--- src/rtl/quant_stage.sv ---
// quant_stage: JPEG quantization stage.
// Takes signed DCT coefficients in natural order, one per accepted beat. Each one is
// multiplied by the per-position reciprocal round(2^SHIFT/Q) held in a 64-entry table
// that software writes. The result is shifted right, saturated to OW bits and emitted
// on a valid/ready stream tagged with the coefficient index.
// Optional build macro: QUANT_ROUND_EN selects round half away from zero.
// When it is undefined the stage truncates toward zero.
// Both modes are sign-symmetric.
module quant_stage #(
  parameter int IW    = 16,
  parameter int RW    = 16,
  parameter int SHIFT = 14,
  parameter int OW    = 12
) (
  input  logic                 wb_clk_i,
  input  logic                 wb_rst_i,
  input  logic                 tab_we_i,
  input  logic [5:0]           tab_addr_i,
  input  logic [RW-1:0]        tab_data_i,
  input  logic                 in_valid_i,
  output logic                 in_ready_o,
  input  logic signed [IW-1:0] in_data_i,
  input  logic                 in_first_i,
  output logic                 out_valid_o,
  input  logic                 out_ready_i,
  output logic signed [OW-1:0] out_data_o,
  output logic [5:0]           out_idx_o,
  output logic                 out_last_o,
  output logic [15:0]          blk_cnt_o,
  output logic                 sync_err_o
);

  // The product is wide enough for |x| up to 2^(IW-1) times a full-scale reciprocal.
  // It also has one spare bit so the rounding constant cannot overflow.
  localparam int PW = IW + RW + 1;
  localparam int QW = PW - SHIFT;

  localparam logic [QW-1:0] POS_LIM = QW'(2 ** (OW - 1) - 1);
  localparam logic [QW-1:0] NEG_LIM = QW'(2 ** (OW - 1));
  localparam logic [OW-1:0] POS_MAG = OW'(2 ** (OW - 1) - 1);
  localparam logic [OW-1:0] NEG_MAG = OW'(2 ** (OW - 1));

`ifdef QUANT_ROUND_EN
  localparam logic [PW-1:0] RND_HALF = PW'(2 ** (SHIFT - 1));
`endif

  logic [RW-1:0] tab_mem [64];

  logic       stall;
  logic       accept;
  logic [5:0] idx_cnt;
  logic [5:0] cur_idx;

  logic                 s1_valid;
  logic signed [IW-1:0] s1_data;
  logic [5:0]           s1_idx;
  logic [RW-1:0]        s1_rec;
  logic [IW:0]          s1_ext;
  logic [IW:0]          s1_mag;
  logic [PW-1:0]        s1_prod;

  logic          s2_valid;
  logic          s2_neg;
  logic [5:0]    s2_idx;
  logic [PW-1:0] s2_prod;
  logic [QW-1:0] s2_q;
  logic [OW-1:0] s2_sat;
  logic [OW-1:0] s2_res;

  // A full output register that is not being taken freezes the whole pipe.
  assign stall      = out_valid_o && !out_ready_i;
  assign in_ready_o = !stall;
  assign accept     = in_valid_i && in_ready_o;

  // in_first_i always wins, so a misaligned producer is pulled back onto index 0.
  assign cur_idx = in_first_i ? 6'd0 : idx_cnt;

  // The reciprocal table is not reset; software loads it before streaming.
  always_ff @(posedge wb_clk_i) begin
    if (tab_we_i) begin
      tab_mem[tab_addr_i] <= tab_data_i;
    end
  end

  // The index counter tracks the position in the block; the sticky flag records a lost alignment.
  always_ff @(posedge wb_clk_i) begin
    if (wb_rst_i) begin
      idx_cnt    <= 6'd0;
      sync_err_o <= 1'b0;
    end else if (accept) begin
      idx_cnt <= cur_idx + 6'd1;
      if (in_first_i && (idx_cnt != 6'd0)) begin
        sync_err_o <= 1'b1;
      end
    end
  end

  // S1 registers the coefficient and its index, and reads the table synchronously.
  // A read in the same cycle as a write to that address returns the old value.
  always_ff @(posedge wb_clk_i) begin
    if (wb_rst_i) begin
      s1_valid <= 1'b0;
      s1_data  <= '0;
      s1_idx   <= 6'd0;
      s1_rec   <= '0;
    end else if (!stall) begin
      s1_valid <= accept;
      if (accept) begin
        s1_data <= in_data_i;
        s1_idx  <= cur_idx;
        s1_rec  <= tab_mem[cur_idx];
      end
    end
  end

  // Take the magnitude in IW+1 bits so that the most negative input has an exact magnitude.
  always_comb begin
    s1_ext  = {s1_data[IW-1], s1_data};
    s1_mag  = s1_ext[IW] ? (~s1_ext + 1'b1) : s1_ext;
    s1_prod = PW'(s1_mag) * PW'(s1_rec);
`ifdef QUANT_ROUND_EN
    s1_prod = s1_prod + RND_HALF;
`endif
  end

  // S2 holds the unsigned product and remembers the input sign.
  always_ff @(posedge wb_clk_i) begin
    if (wb_rst_i) begin
      s2_valid <= 1'b0;
      s2_neg   <= 1'b0;
      s2_idx   <= 6'd0;
      s2_prod  <= '0;
    end else if (!stall) begin
      s2_valid <= s1_valid;
      if (s1_valid) begin
        s2_neg  <= s1_ext[IW];
        s2_idx  <= s1_idx;
        s2_prod <= s1_prod;
      end
    end
  end

  // Shift, saturate the magnitude against the limit for its sign, then restore the sign.
  always_comb begin
    s2_q = QW'(s2_prod >> SHIFT);
    if (s2_neg) begin
      s2_sat = (s2_q > NEG_LIM) ? NEG_MAG : s2_q[OW-1:0];
    end else begin
      s2_sat = (s2_q > POS_LIM) ? POS_MAG : s2_q[OW-1:0];
    end
    s2_res = s2_neg ? (~s2_sat + 1'b1) : s2_sat;
  end

  // S3 is the registered output stream.
  // The block counter advances when the consumer takes index 63.
  always_ff @(posedge wb_clk_i) begin
    if (wb_rst_i) begin
      out_valid_o <= 1'b0;
      out_data_o  <= '0;
      out_idx_o   <= 6'd0;
      out_last_o  <= 1'b0;
      blk_cnt_o   <= 16'd0;
    end else begin
      if (!stall) begin
        out_valid_o <= s2_valid;
        if (s2_valid) begin
          out_data_o <= $signed(s2_res);
          out_idx_o  <= s2_idx;
          out_last_o <= (s2_idx == 6'd63);
        end
      end
      if (out_valid_o && out_ready_i && out_last_o) begin
        blk_cnt_o <= blk_cnt_o + 16'd1;
      end
    end
  end

endmodule
--- config.mk ---
export PLATFORM = sky130hd
export DESIGN_NAME = quant_stage
export DESIGN_NICKNAME = d
export VERILOG_FILES = /design/src/rtl/quant_stage.sv
export SDC_FILE = /design/constraint.sdc
export NUM_CORES = 2
export LEC_CHECK = 0
export ABC_AREA = 1
export CELL_PAD_IN_SITES_DETAIL_PLACEMENT = 1
export CELL_PAD_IN_SITES_GLOBAL_PLACEMENT = 1
export CORE_MARGIN = 8
export CORE_UTILIZATION = 45
export DETAILED_ROUTE_END_ITERATION = 6
export PLACE_DENSITY = 0.72
export RECOVER_POWER = 25
export SKIP_CTS_REPAIR_TIMING = 1
export SLEW_MARGIN = 10
export SYNTH_ARGS = -nofsm -noshare
export SYNTH_HDL_FRONTEND = slang
export SYNTH_SLANG_ARGS = --single-unit
--- constraint.sdc ---
create_clock -name wb_clk_i -period 14 [get_ports wb_clk_i]
set_clock_uncertainty 0.1 [all_clocks]
set_input_delay 1.4 -clock wb_clk_i [delete_from_list [all_inputs] [get_ports wb_clk_i]]
set_output_delay 1.4 -clock wb_clk_i [all_outputs]
set_load 0.005 [all_outputs]
==> metrics.md <==
| Metric | Value |
|---|---|
| Status | `complete, but fails checks` |
| Failing checks | `capacitance limit, slew limit` |
| Fin crit period | `7820 ps` |
| TritonCTS clock tree | `done` |
| Final hold vios | `0` |
| Total clock sinks | `1133` |
| Final Setup Violations | `0` |
| CP most frequent cell | `inv_1` |
| Vias in the first global route | `40000` |
| Number of buffers created by CTS | `118` |
| CTS Buffer Depth | `3` |
| Number of max-cap violations | `16` |
| Area Growth Syn to Fin | `11.6%` |
| ANT nets after route | `0` |
| Final net count | `5171` |
| Port Buffers | `81` |
| Initial Utilization | `0.452` |
| Pwr dens | `141 nW/um^2` |
| Initial antenna violation count | `3` |
| Maximum clock frequency | `128 MHz` |
| Slew @ Worst Pin | `3580 ps` |
| Crit Reg-Reg Endpoint | `s2_prod[25]` |
| Tcrit/Tclk final | `0.558` |
| Synth async-reset ratio | `0` |
| Synth area leaders | `edfxtp_1, fa_1, nor2_1, o21ai_0, dfxtp_1` |
| Worst Path Max Fanout | `17` |
| Crit path kind | `reg -> reg` |
| Type of the tightest min-delay check | `reg -> reg` |
| Final wirelength | `164000 um` |
| FF+latch count, synth | `1133` |
| Layout cells sized above 1 | `0.0645` |
| Worst Hold Endpoint | `s1_valid` |
| Vias per cell | `5.82` |
| Die height | `362 um` |
| Critical path's slowest cell | `fa_1` |
| CP bufs+invs | `8` |
| Io pins | `82` |
| Drt pass-1 iters | `5` |
| Largest delay share family, worst path | `adder cells` |
| Largest net degree at the start of global routing | `161` |
| Critical Path RT | `14480 ps` |
| CTS H-Tree Depth | `3` |
| Synthesized area | `53900 um^2` |
| CTS root buf | `clkbuf_16` |
| Final hold slack | `366 ps` |
| Number of distinct library cells after synthesis | `46` |
| Core area | `119000 um^2` |
| Final Wtd Congestion | `0.912` |
| RSZ-0062 raised after global routing | `no` |
| GRT Util Overall | `0.244` |
| CP Capture Type | `flip-flop` |
| Data arrival, critical path | `8290 ps` |
| Worst path max stage delay | `540 ps` |
| Post-synthesis cell count | `4775` |
| Area share of the largest cell type after synthesis | `0.570` |
| Post-synth EDFFs | `1024` |
| Worst R2R Setup Slack | `6180 ps` |
| Row count | `127` |
| Slew headroom | `-1.38` |
| Clock transition at path regs | `60 ps` |
| Die Wd | `362 um` |
| HPWL Detailed | `100000 um` |
| Leakage power | `21.4 nW` |
| Reg2reg start | `s1_data[0]` |
| CP startpoint kind | `flip-flop` |
| Initial drt markers | `3285` |
| Maximum vdd drop | `0.118 mV` |
| Clock Latency Late Sink | `740 ps` |
| Yosys warns | `0` |
| Post-route DRC | `0` |
| Setup TNS | `0 ps` |
| Leading area contributor after synthesis | `edfxtp_1` |
| Reg2reg path depth | `32` |
| First-pass GRT wire length | `247000 um` |
| Slew Viols, Final | `1040` |
| Vias | `38000` |
| Mean post-synth cell area | `11.3 um^2` |
| Die area | `131000 um^2` |
| Hold path depth | `2` |
| Grt ovf | `0` |
| Drt wl/cell | `25.1 um` |
| Post-synth top flop | `edfxtp_1` |
| Sequential area share after synthesis | `0.611` |
| Hold Startpoint | `s1_valid` |
## through the flow
| step | instance area [um^2] | worst slack (ps) | power (W) | utilization | instances |
|---|---|---|---|---|---|
| after CTS | 60200 | 6250 | 0.00852 | 0.505 | 6527 |
| after floorplan | 54000 | 7500 | 0.00492 | - | 4789 |
| after global placement | 56500 | 6390 | 0.00548 | 0.474 | 6306 |
| after global routing | 60200 | 5710 | 0.00885 | 0.504 | 6527 |
| after detailed placement | 56500 | 6270 | 0.00552 | 0.474 | 6306 |
| final | 60200 | 6180 | 0.00849 | 0.504 | 6528 |
## worst reg2reg max path: cells and delay by family (launching register included)
kind                     cells  cell delay, ps
AO/OA/AOI/OAI                2             330
XOR/XNOR                     1             170
adder cells (fa/ha/maj)      8            3590
buffers and inverters        8            1060
flip-flops                   1             520
AND/OR/NAND/NOR             13            1940
## sequential cells by signal, indices dropped and copies added, names as in the netlist
| name | count |
|---|---|
| blk_cnt_o | 16 |
| idx_cnt | 6 |
| out_data_o | 12 |
| out_idx_o | 6 |
| out_last_o | 1 |
| out_valid_o | 1 |
| s1_data | 16 |
| s1_idx | 6 |
| s1_rec | 16 |
| s1_valid | 1 |
| s2_idx | 6 |
| s2_neg | 1 |
| s2_prod | 19 |
| s2_valid | 1 |
| sync_err_o | 1 |
| tab_mem | 1024 |
## report_power, final
part	switching [W]	internal, W
logic	0.00115	0.000537
registers	0.0000459	0.00374
clock network	0.00135	0.00167
## cells by family (layout without fill, tap and decap cells)
family / Yosys count / count (layout) / synth area share
xor+xnor: 16 / 16 / 0.00260
simple gates: 1479 / 1479 / 0.111
flops: 1133 / 1133 / 0.611
other cells: 2 / 17 / 0.000139
compound gates: 1127 / 1127 / 0.122
fa+ha+maj: 313 / 313 / 0.101
buf+inv: 705 / 831 / 0.0515
## cells in the final DEF, fill, tap and decap left out, types with 6 or more instances in the layout
cell,instances
clkdlybuf4s50_1,65
a21oi_1,148
conb_1,16
buf_2,16
fa_1,207
o221ai_1,128
o22ai_1,48
o211ai_1,132
nor3_1,18
o21ai_1,50
nor4_2,8
or2_2,6
clkbuf_16,119
nor2_2,11
clkinv_2,27
a21o_1,6
inv_1,410
edfxtp_1,1024
nand4_1,25
o21ai_0,590
nor4_1,7
nor2_1,827
xor2_1,13
dfxtp_1,109
buf_4,88
nand3_1,199
clkbuf_1,35
ha_1,106
nand2_1,360
clkinv_1,39
## Yosys cell counts (all sizes together), types with 109 or more instances
cell type / n
fa: 207
edfxtp: 1024
inv: 416
nand2: 363
nor2: 841
dfxtp: 109
a21oi: 148
o211ai: 132
clkbuf: 192
nand3: 199
o21ai: 640
o221ai: 128
## how the worst max path moves through the flow
stage | startpoint | endpoint | cells past startpoint
after global routing | s1_data[0] | s2_prod[28] | 30
after CTS | s1_data[0] | s2_prod[21] | 33
after floorplan | s1_data[0] | s2_prod[17] | 32
final | s1_data[0] | s2_prod[25] | 32
after detailed placement | s1_data[0] | s2_prod[21] | 33
after global placement | s1_data[0] | s2_prod[31] | 32
## per-layer routing
layer / vias to the layer above / share of wire / track usage / routed length, um
met5: - / 0 / 0 / 0
li1: 16900 / - / - / -
met2: 1213 / 0.49 / 0.419 / 80600
met1: 19500 / 0.42 / 0.317 / 68200
met3: 320 / 0.055 / 0.0337 / 8940
met4: 0 / 0.038 / 0.0868 / 6190
## layout make-up
| type | count | area (um^2) |
|---|---|---|
| clock inverters | 79 | 614 |
| flip-flops and latches | 1133 | 32900 |
| repair buffers | 188 | 1510 |
| inverters | 422 | 1600 |
| multi-input cells | 2951 | 18400 |
| well taps | 1612 | 2020 |
| diodes | 1 | 2.50 |
| fillers | 12500 | 59200 |
| clock buffers | 142 | 3100 |
Power figures use the tool's default switching activity.
